--- src/rtl/display_scanner.sv ---
// Six-digit seven-segment scanner: one shared active-low segment bus, per-digit
// active-low anodes, anti-ghost blanking, PWM brightness within each slot and blinking.
module display_scanner #(
    parameter int main_clock   = 10_000_000,
    parameter int digit_rate   = 1200,
    parameter int blank_cycles = 64,
    parameter int blink_hz     = 2
) (
    input  logic       clk,
    input  logic       rst,
    input  logic [7:0] us,
    input  logic [7:0] ds,
    input  logic [7:0] um,
    input  logic [7:0] dm,
    input  logic [7:0] uh,
    input  logic [7:0] dh,
    input  logic [2:0] brightness,
    input  logic [5:0] blink_mask,
    output logic [7:0] seg,
    output logic [5:0] an,
    output logic [2:0] scan_idx,
    output logic       frame_start
);
    localparam int SLOT   = main_clock / digit_rate;
    localparam int ACTIVE = SLOT - blank_cycles;
    localparam int HALF   = main_clock / (2 * blink_hz);
    localparam int CW     = (SLOT > 1) ? $clog2(SLOT) : 1;
    localparam int EW     = $clog2(SLOT + 1);
    localparam int PW     = $clog2(ACTIVE * 8 + 1);
    localparam int BW     = (HALF > 1) ? $clog2(HALF) : 1;

    generate
        if (blank_cycles >= SLOT) begin : g_bad_blank
            $error("display_scanner: blank_cycles must be smaller than main_clock/digit_rate");
        end
        // At least one blank cycle separates digits and gives the slot-start latch time to settle.
        if (blank_cycles < 1) begin : g_no_blank
            $error("display_scanner: blank_cycles must be at least 1");
        end
        if (HALF < 1) begin : g_bad_blink
            $error("display_scanner: blink_hz too high for main_clock");
        end
    endgenerate

    typedef enum logic [1:0] {S_BLANK, S_ON, S_OFF} state_t;

    state_t        r_state, w_state_nxt;
    logic [CW-1:0] r_cnt, w_cnt_nxt;
    logic [EW-1:0] w_cnt_ext;
    logic [2:0]    r_idx, w_idx_nxt;
    logic          w_wrap, w_slot_start;
    logic [7:0]    r_pat, w_pat_in, w_pat;
    logic [PW-1:0] w_prod;
    logic [EW-1:0] w_on_cycles, w_on_end, r_on_end;
    logic          r_hide, w_hide_in, w_hide;
    logic [BW-1:0] r_bcnt;
    logic          r_phase;
    logic [7:0]    r_seg;
    logic [5:0]    r_an;
    logic          r_fs;

    assign w_wrap       = (r_cnt == CW'(SLOT - 1));
    assign w_slot_start = (r_cnt == '0);
    assign w_cnt_nxt    = w_wrap ? '0 : r_cnt + CW'(1);
    assign w_cnt_ext    = EW'(w_cnt_nxt);
    assign w_idx_nxt    = !w_wrap ? r_idx : (r_idx == 3'd5) ? 3'd0 : r_idx + 3'd1;

    always_comb begin
        w_pat_in = 8'hFF;
        case (r_idx)
            3'd0:    w_pat_in = us;
            3'd1:    w_pat_in = ds;
            3'd2:    w_pat_in = um;
            3'd3:    w_pat_in = dm;
            3'd4:    w_pat_in = uh;
            3'd5:    w_pat_in = dh;
            default: w_pat_in = 8'hFF;
        endcase
    end

    // on_cycles = max(1, floor(ACTIVE*(brightness+1)/8)); ON ends at blank_cycles + on_cycles.
    assign w_prod      = PW'(ACTIVE) * (PW'(brightness) + PW'(1));
    assign w_on_cycles = (EW'(w_prod >> 3) == '0) ? EW'(1) : EW'(w_prod >> 3);
    assign w_on_end    = EW'(blank_cycles) + w_on_cycles;
    assign w_hide_in   = blink_mask[r_idx] & ~r_phase;

    // On the slot-start cycle the latches are still loading, so use their inputs directly.
    assign w_pat  = w_slot_start ? w_pat_in  : r_pat;
    assign w_hide = w_slot_start ? w_hide_in : r_hide;

    always_comb begin
        w_state_nxt = r_state;
        case (r_state)
            S_BLANK: if (w_cnt_ext == EW'(blank_cycles)) w_state_nxt = S_ON;
            S_ON: begin
                if (w_wrap)                     w_state_nxt = S_BLANK;
                else if (w_cnt_ext == r_on_end) w_state_nxt = S_OFF;
            end
            S_OFF:   if (w_wrap) w_state_nxt = S_BLANK;
            default: w_state_nxt = S_BLANK;
        endcase
    end

    always_ff @(posedge clk or negedge rst) begin
        if (!rst) begin
            r_state  <= S_BLANK;
            r_cnt    <= '0;
            r_idx    <= 3'd0;
            r_pat    <= 8'hFF;
            r_on_end <= '0;
            r_hide   <= 1'b0;
        end else begin
            r_state <= w_state_nxt;
            r_cnt   <= w_cnt_nxt;
            r_idx   <= w_idx_nxt;
            if (w_slot_start) begin
                r_pat    <= w_pat_in;
                r_on_end <= w_on_end;
                r_hide   <= w_hide_in;
            end
        end
    end

    // Free-running blink timebase; only sampled at slot start.
    always_ff @(posedge clk or negedge rst) begin
        if (!rst) begin
            r_bcnt  <= '0;
            r_phase <= 1'b1;
        end else if (r_bcnt == BW'(HALF - 1)) begin
            r_bcnt  <= '0;
            r_phase <= ~r_phase;
        end else begin
            r_bcnt <= r_bcnt + BW'(1);
        end
    end

    // Outputs are registered from the next state so an/seg line up with r_cnt/r_idx.
    always_ff @(posedge clk or negedge rst) begin
        if (!rst) begin
            r_seg <= 8'hFF;
            r_an  <= 6'h3F;
            r_fs  <= 1'b0;
        end else begin
            r_fs <= w_wrap && (w_idx_nxt == 3'd0);
            if (w_state_nxt == S_ON && !w_hide) begin
                r_an  <= ~(6'd1 << r_idx);
                r_seg <= w_pat;
            end else begin
                r_an  <= 6'h3F;
                r_seg <= 8'hFF;
            end
        end
    end

    assign seg         = r_seg;
    assign an          = r_an;
    assign scan_idx    = r_idx;
    assign frame_start = r_fs;

endmodule

--- config.mk ---
export PLATFORM = sky130hd
export DESIGN_NAME = display_scanner
export DESIGN_NICKNAME = d
export VERILOG_FILES = /design/src/rtl/display_scanner.sv
export SDC_FILE = /design/constraint.sdc
export NUM_CORES = 1
export LEC_CHECK = 0
export ABC_CLOCK_PERIOD_IN_PS = 3550
export CAP_MARGIN = 10
export CORE_ASPECT_RATIO = 1.2
export CORE_UTILIZATION = 45
export CTS_BUF_LIST = sky130_fd_sc_hd__clkbuf_4
export CTS_CLUSTER_DIAMETER = 80
export DETAILED_ROUTE_END_ITERATION = 10
export PLACE_DENSITY = 0.68
export SYNTH_ARGS = -nofsm -noshare
export SYNTH_HDL_FRONTEND = slang
export SYNTH_SLANG_ARGS = --single-unit
--- constraint.sdc ---
create_clock -name clk -period 3.55 [get_ports clk]
set_input_delay 0.71 -clock clk [delete_from_list [all_inputs] [get_ports clk]]
set_output_delay 0.71 -clock clk [all_outputs]
set_load 0.05 [all_outputs]
Word-level counts from Yosys, hierarchy flattened
Index checks and enable logic that the tools add are counted.

Add/sub/neg operators: 5. Multipliers: 1. Magnitude comparators: 1. Equal/unequal tests: 12. Shifts and indexed selects: 1. Multiplexer cells: 17. Bitwise gates (word level): 3. Reduce and logical (&&, ||, !) cells: 8.

Operators with widths (number): $pmux 8 s6 (1); $logic_not 14->1 (2); $mux 14 (2); $add 22x1->22 const B (1); $eq 22x22->1 const B (1); $mux 22 (1); $mul 14x4->17 const A (1); $mux 8 (2); $add 14x1->14 const B (1); $add 7x14->14 const A (1); $eq 14x14->1 (1); $eq 14x14->1 const B (1); $eq 14x7->1 const B (1); $mux 2 (4); $eq 3x2->1 const B (2); $eq 3x3->1 const B (2); $logic_not 3->1 (2); $mux 3 (2); $mux 6 (1); $not 6->6 (1); $pmux 2 s3 (1); $shl 1x3->6 const A (1); $add 3x1->4 const B (1); $eq 2x1->1 const B (2); 11 further kinds (13).

Register bits: 80. Input bits: 59. Output and inout bits: 18.

Logic depth before layout (Yosys ltp)
Gate-level depths: netlist of run 1.

Word-level depth: 9. Mapped depth: 13.

Worst setup path after synthesis of run 1
Ideal clock, no wire load.

Path type: input -> register. From: input brightness[0]. To: register r_on_end[10]. Setup time: 0.152 ns. Arrival: 3.559 ns. Path slack: -0.161 ns. Stages: 13. Path buffers: 0. Path through: ha_1 > xnor2_1 > inv_1 > ha_1 > ha_1 > ha_1 > a21o_1 > a21oi_1 > o21bai_1 > a21oi_1 > xnor2_1 > o41ai_1 > o22ai_1.

Word-level cells in the longest chain between the ends: 5.

Ends and longest elaborated chain: from (decl) (RTL line 17) `input logic [2:0] brightness,`; $add 3x1->4 * (RTL line 82) `assign w_prod = PW'(ACTIVE) * (PW'(brightness) + PW'(1));`; $mul 14x4->17 * (RTL line 82); $logic_not 14->1 (RTL line 83) `assign w_on_cycles = (EW'(w_prod >> 3) == '0) ? EW'(1) : EW'(w_prod >> 3);`; $mux 14 * (RTL line 83); $add 7x14->14 * (RTL line 84) `assign w_on_end = EW'(blank_cycles) + w_on_cycles;`; to (signal assigned) (RTL line 118) `r_on_end <= w_on_end;`; to (decl) (RTL line 54) `logic [EW-1:0] w_on_cycles, w_on_end, r_on_end;`.

Every way passes the cells marked *; elsewhere a longest branch is shown, timed or not. A chain may end at the register's enable or synchronous reset.

Worst setup path in the final report of run 1
Ends and elaborated chain as after synthesis.

==> metrics.md, run 1 <==
| Metric | Value |
|---|---|
| Timing-limited maximum frequency | `roughly 290 MHz` |
| Areal power density over the cells | `between 300 and 400 mW/mm²` |
| Total vias in the final route | `3978` |
| Worst setup timing slack at the placement stage | `-580.0 ps` |
| Number of top-level pins | `between 70 and 80` |
| Total wirelength of the detailed-routed design | `11390 µm` |
| Worst Path Class, Setup | `in -> reg` |
| Largest voltage drop on the vdd net | `0.2373 mV` |
| Vias per Instance | `approximately 5.6` |
| Cell Area, Placed | `approximately 0.0057 mm²` |
| Vias in the first global route | `about 3900` |
| Initial Util | `0.4632` |
| Share of synthesized cell area in and, or, nand and nor gates | `0.2296` |
| Pin slew with the least headroom to its limit | `962.6 ps` |
| Data arrival time of the worst path | `between 3000 and 4000 ps` |
| # H-tree levels | `3` |
| Synthesized area per cell | `9.587 µm²` |
| Portion of the clock cycle consumed by the worst path in the final layout | `0.9813` |
| CTS Root Buffer Type | `sky130_fd_sc_hd__clkbuf_4` |
| Max-slew violations | `0` |
| Combinational power share | `0.172` |
| Capture point of the critical path | `r_on_end[10]` |
| Most common library cell in the layout ignoring fill and taps | `sky130_fd_sc_hd__clkdlybuf4s50_1` |
| Worst path required time | `3870 ps` |
| Post-detailed-route count of antenna-violating nets | `0` |
| Setup crit start | `brightness[0]` |
| Number of filler cells placed in the layout | `856` |
| Wire length of the first global-routing pass | `18200 µm` |
| Core area | `just over 0.01 mm²` |
| Cell taking the most area after synthesis | `sky130_fd_sc_hd__dfrtp_1` |
| Xor and xnor fraction of the mapped netlist area | `0.1004` |
| Number of antenna violations at the first check in global routing | `0` |
| Gate count after technology mapping | `between 400 and 500` |
| Antenna diode count | `0` |
| Setup slack on the worst flop-to-flop path | `around 320 ps` |
| Type of the most critical hold path | `in -> async` |
| Syn. warnings | `0` |
| Mux cell area share after synthesis | `0.03303` |
| Layout cell share with drive strength beyond 1 | `0.1761` |
| Main combinational cell family by area after synthesis | `simple AND/OR/NAND/NOR gates` |
| Clock tree from TritonCTS | `done` |
| Minimum clock period | `about 3500 ps` |
| Worst setup EP type | `flop` |
| Leakage | `about 0.0025 µW` |
| Count of distinct cell types in the synthesized netlist | `60` |
| Largest net degree at the start of global routing | `80` |
| Relative slew slack | `0.3583` |
| Number of cells traversed by the worst register-to-register path | `9` |
| Sequential fraction of the synthesis area | `0.4305` |
| Vertical die dimension | `between 100 and 150 µm` |
| Remaining design rule violation count | `0` |
| Max-Cap Viols | `0` |
| Startpoint Class | `input pin` |
| Synth async-reset ratio | `1.000` |
| Total clock sinks | `79` |
| Outcome | `completed` |
| Endpoint of the lowest-slack register-to-register path | `an[1]` |
| Horizontal die dimension | `94.89 µm` |
| Half-perimeter wire length of the detailed placement result | `~8600 µm` |
| Final worst-path setup slack | `around 66 ps` |
| Total non-filler cell area in the finished layout | `about 0.006 mm²` |
| Top-area cell type share of the netlist area | `0.3008` |
| Global-route usage over all layers | `0.2194` |
| Largest driver fanout on the critical path | `4` |
| Area delta synth->final | `28.03%` |
| Worst clock skew | `15.29 ps` |
| Clock transition at the registers of the reported paths | `130 ps` |
| Most area-consuming cells after synthesis | `sky130_fd_sc_hd__dfrtp_1, sky130_fd_sc_hd__dfstp_2, sky130_fd_sc_hd__ha_1` |
| Total grt overflow | `0` |
| Sequential share of power | `0.490` |
| Final net count | `660` |
| Worst-skew pair later-pin latency | `about 430 ps` |
| DR WL/cell | `~16 µm` |
| Final hold violations | `0` |
| Number of design-rule violations left by the first detailed-router iteration | `roughly 270` |
| Compound-gate portion of the synthesized area | `0.1093` |
| Final GP Congestion | `~0.89` |
| Clk pwr share | `0.339` |
| Area share of fa/ha/maj cells after synthesis | `0.05800` |
| Total number of placement rows | `40` |
| Final number of setup-violating endpoints | `0` |
| Post-synthesis instance area | `about 0.0047 mm²` |
| Total CTS buffers | `9` |
| EDFF count, synth | `0` |
| Commonest cells after routing, fill and taps aside | `sky130_fd_sc_hd__clkdlybuf4s50_1, sky130_fd_sc_hd__nor2_1, sky130_fd_sc_hd__dfrtp_1` |
| Largest buffer count on any clock path | `2` |
| Detailed-router iteration count before antenna repair | `5` |
| Power dissipated by switching net loads | `between 400 and 500 µW` |
| Port-buffer cells | `76` |
| Int Pwr | `between 1000 and 1500 µW` |
| Critical R2R Launch | `r_cnt[8]` |
| Die area | `between 0.01 and 0.015 mm²` |
| Number of register bits inferred by synthesis | `just under 80` |
| Mapped Nets | `around 570` |
| Predominant post-synthesis flop cell | `sky130_fd_sc_hd__dfrtp_1` |
| Net Sw Frac | `0.2444` |
-- through the flow --
| stage | cells | utilization | power (µW) | hold slack (ps) | TNS [ps] |
|---|---|---|---|---|---|
| 2_1_floorplan | 486 | - | 1127 | 414.4 | 0 |
| 3_3_place_gp | 692 | 0.5665 | 1292 | 461.0 | -1816 |
| 3_5_place_dp | 692 | 0.5665 | 1303 | 467.0 | -2423 |
| 4_1_cts | 709 | 0.5853 | 1975 | 440.5 | 0 |
| 5_1_grt | 711 | 0.5930 | 2076 | 486.6 | -188.9 |
| 6_report | 711 | 0.5930 | 1976 | 395.0 | 0 |
-- synth_stat cells (3+ instances only) --
cell type                  number
sky130_fd_sc_hd__nand4_1       20
sky130_fd_sc_hd__nor2_1        59
sky130_fd_sc_hd__nor3b_1        3
sky130_fd_sc_hd__nor2b_1        6
sky130_fd_sc_hd__or4_1          4
sky130_fd_sc_hd__mux2i_1        3
sky130_fd_sc_hd__a221oi_1       7
sky130_fd_sc_hd__and2_1         4
sky130_fd_sc_hd__xor2_1        16
sky130_fd_sc_hd__a21oi_1       23
sky130_fd_sc_hd__xnor2_1       27
sky130_fd_sc_hd__and4_1         4
sky130_fd_sc_hd__clkbuf_1      17
sky130_fd_sc_hd__inv_1         20
sky130_fd_sc_hd__nand2_1       48
sky130_fd_sc_hd__and3_1         4
sky130_fd_sc_hd__buf_1          3
sky130_fd_sc_hd__nand3b_1       3
sky130_fd_sc_hd__a21o_1         3
sky130_fd_sc_hd__or3_1          4
sky130_fd_sc_hd__a22o_1         3
sky130_fd_sc_hd__dfrtp_1       56
sky130_fd_sc_hd__mux2_2         9
sky130_fd_sc_hd__nor3_1         8
sky130_fd_sc_hd__xnor3_1        3
sky130_fd_sc_hd__nor4_1         3
sky130_fd_sc_hd__nand3_1       21
sky130_fd_sc_hd__a22oi_1        5
sky130_fd_sc_hd__dfstp_2       23
sky130_fd_sc_hd__o21ai_0       13
sky130_fd_sc_hd__a31oi_1        4
sky130_fd_sc_hd__nand2b_1       3
sky130_fd_sc_hd__ha_1          20
sky130_fd_sc_hd__o22a_1         3
-- area by class of cell --
type,count,area [µm²],share of cell area
repair buffers,107,991.0,0.1661
clock inverters,6,106.4,0.01783
clock buffers,10,75.07,0.01258
inverters,20,75.07,0.01258
multi-input cells,363,2555,0.4283
well taps,126,157.7,0.02643
flip-flops and latches,79,2006,0.3362
-- state kept, by name, summed over array words and instances, names as in the netlist, 2 cells and up --
signal    cells
r_cnt        14
r_pat         8
r_on_end     13
an            6
r_state       2
scan_idx      3
r_bcnt       22
seg           8
-- how the worst min path moves through the flow --
stage / from / end / slack (ps) / cells after the start
after detailed placement: r_bcnt[4] / r_bcnt[4] / 470 / 1
final: rst / r_on_end[8] / 400 / 1
after CTS: rst / r_cnt[9] / 440 / 1
after floorplan: rst / frame_start / 410 / 0
after global routing: rst / r_cnt[9] / 490 / 1
after global placement: r_bcnt[4] / r_bcnt[4] / 460 / 1
-- routing by layer --
| metal | track usage | part of all wire |
|---|---|---|
| met5 | 0 | 0 |
| met4 | 0.1020 | 0.026 |
| met3 | 0.04333 | 0.036 |
| met2 | 0.3645 | 0.52 |
| met1 | 0.2725 | 0.42 |
-- worst max-delay path, stage by stage --
cell and delay [ps]:
sky130_fd_sc_hd__clkdlybuf4s50_1 430, sky130_fd_sc_hd__buf_4 160, sky130_fd_sc_hd__buf_4 150, sky130_fd_sc_hd__nand3_2 90
sky130_fd_sc_hd__inv_1 60, sky130_fd_sc_hd__ha_1 300, sky130_fd_sc_hd__ha_1 290, sky130_fd_sc_hd__ha_1 180
sky130_fd_sc_hd__inv_1 60, sky130_fd_sc_hd__fa_2 520, sky130_fd_sc_hd__and4b_1 200, sky130_fd_sc_hd__nand3_1 90
sky130_fd_sc_hd__o41ai_2 320, sky130_fd_sc_hd__buf_4 180, sky130_fd_sc_hd__o22ai_1 70
-- logic make-up after synthesis --
group / after synthesis
xor gates and xnor gates: 47
buffers and inverters: 44
and+or+nand+nor: 206
DFF: 79
AOI/OAI and AO/OA: 76
adders and majority gates: 21
muxes: 13
-- repair_timing --
action	CTS	global route
gates resized for setup	0	10
buffers inserted	1	2
hold endpoints to repair	0	0
setup endpoints to repair	4	4
hold buffers	0	0
pin swaps	1	4
-- power groups by stage --
stage / registers (µW) / logic, µW / clock network (µW)
floorplan: 974 / 154 / 0
global placement: 981 / 311 / 0
detailed placement: 984 / 319 / 0
CTS: 968 / 320 / 688
global route: 972 / 376 / 728
finish: 968 / 339 / 669
Note: power is estimated with default switching activity, not from simulation.
==> run 2: changes to the inputs <==
==> constraint.sdc (replaced) <==
create_clock -name clk -period 3.55 [get_ports clk]
set_input_delay 0.5325 -clock clk [delete_from_list [all_inputs] [get_ports clk]]
set_output_delay 0.5325 -clock clk [all_outputs]
set_load 0.05 [all_outputs]
==> run 2 against run 1 <==
Sequential cell count stayed put. Maximum frequency is 4.4% higher. Non-clock buffer count is 4 lower. Via count is 4.2% lower. Count of clock-buffer cells in the layout is 1 lower. Combinational power is 8.8% lower. Clock skew hardly changed. Critical endpoint is now r_on_end[11].
==> metrics.md, run 2 (synthesis results as in run 1) <==
| Metric | Value |
|---|---|
| Antenna diode count | `0` |
| Dpl cells | `about 700` |
| Final worst-path setup slack | `approximately 210 ps` |
| Detailed-router iteration count before antenna repair | `4` |
| Half-perimeter wire length of the detailed placement result | `about 8600 µm` |
| Largest voltage drop on the vdd net | `about 0.44 mV` |
| Portion of the clock cycle consumed by the worst path in the final layout | `0.9399` |
| Total of hold buffers inserted after clock tree synthesis | `0` |
| Total number of placement rows | `40` |
| Port-buffer cells | `76` |
| Final hold violations | `0` |
| Worst setup EP type | `flop` |
| Core area | `between 0.01 and 0.015 mm²` |
| # H-tree levels | `3` |
| Data arrival time of the worst path | `around 3700 ps` |
| Startpoint Class | `input pin` |
| CTS Root Buffer Type | `sky130_fd_sc_hd__clkbuf_4` |
| Worst-skew pair later-pin latency | `~450 ps` |
| Layout cell share with drive strength beyond 1 | `0.1566` |
| Max-Cap Viols | `0` |
| Area delta synth->final | `25.48%` |
| Number of cells on the critical path | `15` |
| Wire length of the first global-routing pass | `roughly 19000 µm` |
| Initial Util | `0.4632` |
| Outcome | `completed` |
| Total grt overflow | `0` |
| Largest register by flop count | `r_bcnt` |
| Sequence of cells on the critical path | `clkdlybuf4s50_1 > ha_1 > xnor2_1 > inv_1 > ha_1 > ha_1 > ha_1 > a21o_1 > a21oi_2 > o21bai_1 > a21oi_2 > xnor2_1 > o41ai_2 > buf_4 > o21ai_0` |
| Vertical die dimension | `approximately 110 µm` |
| Final design utilization | `0.5812` |
| Areal power density over the cells | `between 300 and 400 mW/mm²` |
| Timing-limited maximum frequency | `around 300 MHz` |
| Most common library cell in the layout ignoring fill and taps | `sky130_fd_sc_hd__clkdlybuf4s50_1` |
| Worst stage delay on the critical path | `about 440 ps` |
| Post-Route Setup TNS | `0 ps` |
| Worst Path Class, Setup | `in -> reg` |
| Remaining design rule violation count | `0` |
| Largest net degree at the start of global routing | `80` |
| Max-slew violations | `0` |
| Worst clock skew | `15.61 ps` |
| Total design power | `roughly 1900 µW` |
| Die area | `0.01077 mm²` |
| Largest registers ranked by flip-flop count | `r_bcnt: 22 flops, r_cnt: 14 flops, r_on_end: 13 flops` |
| Critical-path top delay cell | `sky130_fd_sc_hd__clkdlybuf4s50_1` |
| Post-Layout Cell Count | `between 700 and 800` |
| Number of top-level pins | `77` |
| CP delay by family, top | `adder cells` |
| Number of filler cells placed in the layout | `about 880` |
| Worst setup timing slack at the placement stage | `-416.5 ps` |
| Worst path required time | `a little under 4000 ps` |
| Total clock sinks | `slightly below 80` |
| Vias in the first global route | `3827` |
| Pin slew with the least headroom to its limit | `~940 ps` |
| Total CTS buffers | `9` |
| Vias per Instance | `between 5 and 6` |
| Final GP Congestion | `between 0.9 and 1` |
| Count of buffering cells on the critical path with inverters included | `3` |
| Number of antenna violations at the first check in global routing | `0` |
| Largest buffer count on any clock path | `2` |
| Number of cells traversed by the worst register-to-register path | `9` |
| Relative slew slack | `0.3738` |
| Global-route usage over all layers | `0.2242` |
| Post-detailed-route count of antenna-violating nets | `0` |
| Unrepaired setup endpoints after global routing | `false` |
| Final number of setup-violating endpoints | `0` |
| DR WL/cell | `15.99 µm` |
| Horizontal die dimension | `between 90 and 100 µm` |
| Number of flip-flops under the largest register name | `22` |
| Clock tree from TritonCTS | `done` |
| Commonest cells after routing, fill and taps aside | `sky130_fd_sc_hd__clkdlybuf4s50_1, sky130_fd_sc_hd__nor2_1, sky130_fd_sc_hd__dfrtp_1` |
| Leakage | `between 0.002 and 0.003 µW` |
| Most frequent cell on the critical path | `sky130_fd_sc_hd__ha_1` |
| Type of the most critical hold path | `in -> async` |
| Number of design-rule violations left by the first detailed-router iteration | `241` |
| Largest driver fanout on the critical path | `4` |
| Total wirelength of the detailed-routed design | `11310 µm` |
| Total vias in the final route | `between 3000 and 4000` |
| Minimum clock period | `roughly 3300 ps` |
| Final net count | `around 660` |
| Clock transition at the registers of the reported paths | `~150 ps` |
-- run 2: layer usage --
metal	track usage	share of wire
met1	0.3030	0.45
met2	0.3597	0.50
met4	0.06768	0.021
met3	0.04800	0.033
met5	0	0
-- run 2: worst paths after layout --
kind / start / to / slack (ps)
max: brightness[0] / r_on_end[11] / 210
min: rst / r_cnt[11] / 200
max reg2reg: r_cnt[10] / an[5] / 370
min reg2reg: r_bcnt[9] / r_bcnt[9] / 500
max in group asynchronous: rst / r_bcnt[10] / 2730
min in group clk: r_bcnt[9] / r_bcnt[9] / 500
-- run 2: timing repair --
item / in CTS / in global routing
setup buffers: 0 / 0
endpoints found under the setup margin: 0 / 4
resized for setup: 0 / 3
-- run 2: per-stage QoR --
step           hold slack (ps)  cell area [µm²]
3_5_place_dp             484.5             5677
6_report                 198.2             5847
4_1_cts                  237.3             5832
3_3_place_gp             464.7             5677
5_1_grt                  277.8             5847
2_1_floorplan            236.9             4659
-- run 2: power breakdown --
part | total [µW] | switching [µW] | internal, µW
Combinational | 309 | 135 | 173
Sequential | 966 | 29.1 | 936
Clock | 588 | 356 | 232
-- run 2: worst register-to-register path, delay by kind of cell, from the launching register on --
family	cells	cell delay, ps
buf+inv	1	230
compound gates	3	1040
simple gates	5	1270
flops	1	530
-- run 2: area by class of cell --
type                            instances  area, µm²  share of cell area
Timing Repair Buffer                  103      960.9              0.1643
Multi-Input combinational cell        363       2492              0.4263
Clock inverter                          7      87.58             0.01498
Inverter                               20      75.07             0.01284
Tap cell                              126      157.7             0.02696
Clock buffer                            9      67.56             0.01156
Sequential cell                        79       2006              0.3430
==> run 3: changes to the inputs <==
Settings changed: CAP_MARGIN 10 to 20, CORE_UTILIZATION 45 to 56, PLACE_DENSITY 0.68 to 0.82.
==> run 3 against run 2 <==
Global-route usage grew 4.5 points. Sequential share of layout area grew 0.27 points. Clock skew grew 2.9 ps. Routed wire length is essentially flat. Hold slack gained 22 ps. Critical endpoint is now r_on_end[0].
==> metrics.md, run 3 (synthesis results as in run 1) <==
| Metric | Value |
|---|---|
| CTS Root Buffer Type | `sky130_fd_sc_hd__clkbuf_4` |
| Met3 Track Usage GR | `0.04523` |
| Antenna diode count | `0` |
| Flip-flop and latch area | `roughly 0.002 mm²` |
| Area delta synth->final | `24.52%` |
| Die area | `between 0.008 and 0.009 mm²` |
| GRT Max-Usage Layer | `met2` |
| Final hold violations | `0` |
| Total grt overflow | `0` |
| Most common library cell in the layout ignoring fill and taps | `sky130_fd_sc_hd__clkdlybuf4s50_1` |
| Number of filler cells placed in the layout | `between 600 and 700` |
| Outcome | `completed` |
| Detailed-router iteration count before antenna repair | `5` |
| Post-detailed-route count of antenna-violating nets | `0` |
| Largest buffer count on any clock path | `2` |
| Max-slew violations | `0` |
| # H-tree levels | `3` |
| Combinational power share | `0.176` |
| Worst Path Class, Setup | `in -> reg` |
| Largest voltage drop on the vdd net | `0.2844 mV` |
| Int Pwr | `approximately 1300 µW` |
| Portion of the clock cycle consumed by the worst path in the final layout | `0.9611` |
| Vias in the first global route | `3947` |
| Leakage | `about 0.0025 µW` |
| Wire length of the first global-routing pass | `between 15000 and 20000 µm` |
| Endpoint of the lowest-slack register-to-register path | `an[0]` |
| Post-Route Setup TNS | `0 ps` |
| Startpoint Class | `input pin` |
| Layout cell share with drive strength beyond 1 | `0.1589` |
| Total CTS buffers | `9` |
| Cell Area, Placed | `around 0.0056 mm²` |
| Power dissipated by switching net loads | `540.7 µW` |
| Number of flip-flops under the largest register name | `22` |
| Initial Util | `0.5747` |
| Number of cells traversed by the worst register-to-register path | `9` |
| Critical R2R Launch | `r_cnt[8]` |
| Largest registers ranked by flip-flop count | `r_bcnt: 22 flops, r_cnt: 14 flops, r_on_end: 13 flops` |
| Half-perimeter wire length of the detailed placement result | `between 8000 and 9000 µm` |
| Setup slack on the worst flop-to-flop path | `around 320 ps` |
| Type of the most critical hold path | `in -> async` |
| Core area | `~0.0081 mm²` |
| Sequential share of power | `0.530` |
| DR WL/cell | `roughly 17 µm` |
| Worst setup EP type | `flop` |
| Largest net degree at the start of global routing | `80` |
| Worst-skew pair later-pin latency | `~430 ps` |
| Total wirelength of the detailed-routed design | `approximately 11000 µm` |
| Commonest cells after routing, fill and taps aside | `sky130_fd_sc_hd__clkdlybuf4s50_1, sky130_fd_sc_hd__nor2_1, sky130_fd_sc_hd__dfrtp_1` |
| Total of hold buffers inserted after clock tree synthesis | `0` |
| Vias per Instance | `slightly below 6` |
| Final GP Congestion | `between 0.9 and 1` |
| Port-buffer cells | `76` |
| Worst clock skew | `roughly 19 ps` |
| Worst path required time | `3930 ps` |
| Global-route usage over all layers | `0.2696` |
| Remaining design rule violation count | `0` |
| Number of design-rule violations left by the first detailed-router iteration | `~300` |
| Timing-limited maximum frequency | `293.1 MHz` |
| Max-Cap Viols | `0` |
| Final net count | `654` |
| Pin slew with the least headroom to its limit | `~950 ps` |
| Total design power | `1825 µW` |
| Vertical die dimension | `101.9 µm` |
| Combined area of the multi-input logic cells | `about 0.0025 mm²` |
| Areal power density over the cells | `314.6 mW/mm²` |
| GR Layer Usage met2 | `0.4659` |
| Minimum clock period | `3412 ps` |
| M1 GR Usage | `0.3411` |
| Total vias in the final route | `3974` |
| Total clock sinks | `79` |
| Clock tree from TritonCTS | `done` |
| Unrepaired setup endpoints after global routing | `false` |
| Final number of setup-violating endpoints | `0` |
| Relative slew slack | `0.3643` |
| Largest register by flop count | `r_bcnt` |
| Largest driver fanout on the critical path | `4` |
| Horizontal die dimension | `~85 µm` |
| Total number of placement rows | `36` |
| Number of top-level pins | `slightly below 80` |
| Net Sw Frac | `0.2962` |
| Clock transition at the registers of the reported paths | `150 ps` |
| Data arrival time of the worst path | `around 3800 ps` |
| Number of antenna violations at the first check in global routing | `0` |
| Total non-filler cell area in the finished layout | `approximately 0.0058 mm²` |
| Clk pwr share | `0.294` |
## run 3: repair_timing
action                     CTS  global route
setup endpoints to repair    2             4
buffers inserted             0             1
pin swaps                    0             2
cloned                       0             0
gates resized for setup      1             5
## run 3: cell type report
type,count,area share
multi-input combinational,363,0.4335
sequential,79,0.3457
timing repair buffer,101,0.1630
tap,95,0.02049
inverter,20,0.01294
clock inverter,7,0.01272
clock buffer,9,0.01165
## run 3: critical path, stage by stage
cell and delay, ps:
sky130_fd_sc_hd__clkdlybuf4s50_1 450, sky130_fd_sc_hd__buf_4 170, sky130_fd_sc_hd__buf_4 140, sky130_fd_sc_hd__nand3_1 120, sky130_fd_sc_hd__inv_1 80, sky130_fd_sc_hd__ha_1 300, sky130_fd_sc_hd__ha_1 290, sky130_fd_sc_hd__ha_1 170
sky130_fd_sc_hd__inv_1 60, sky130_fd_sc_hd__fa_1 510, sky130_fd_sc_hd__and4b_1 200, sky130_fd_sc_hd__nand3_1 100, sky130_fd_sc_hd__o41ai_2 370, sky130_fd_sc_hd__buf_4 180, sky130_fd_sc_hd__o22a_1 140
## run 3: stage by stage
step | worst slack [ps] | hold WS, ps | cells | utilization
2_1_floorplan | 16.48 | 236.9 | 486 | -
3_3_place_gp | -234.2 | 461.8 | 657 | 0.6926
3_5_place_dp | -466.8 | 482.7 | 657 | 0.6926
4_1_cts | 53.47 | 258.8 | 673 | 0.7110
5_1_grt | 9.148 | 285.3 | 674 | 0.7156
6_report | 138.1 | 220.2 | 674 | 0.7156
## run 3: metal layers
layer / part of all wire / vias up
met1: 0.42 / 1939
met5: 0 / -
met4: 0.029 / 0
met3: 0.045 / 28
li1: - / 1893
met2: 0.51 / 114
## run 3: worst max path at each step
stage	endpoint	depth (start not counted)	start	slack, ps
after floorplan	r_on_end[10]	13	brightness[0]	20
after global placement	r_on_end[10]	15	brightness[0]	-230
after global routing	r_on_end[12]	15	brightness[0]	9
after detailed placement	r_on_end[12]	14	brightness[0]	-470
after CTS	r_on_end[12]	15	brightness[0]	50
final	r_on_end[0]	15	brightness[0]	140
## run 3: power by group through the flow
stage          combinational, µW  sequential, µW  clock, µW
2_1_floorplan                151             974          0
6_report                     321             968        537
5_1_grt                      354             973        583
3_3_place_gp                 297             980          0
3_5_place_dp                 311             982          0
4_1_cts                      314             967        546
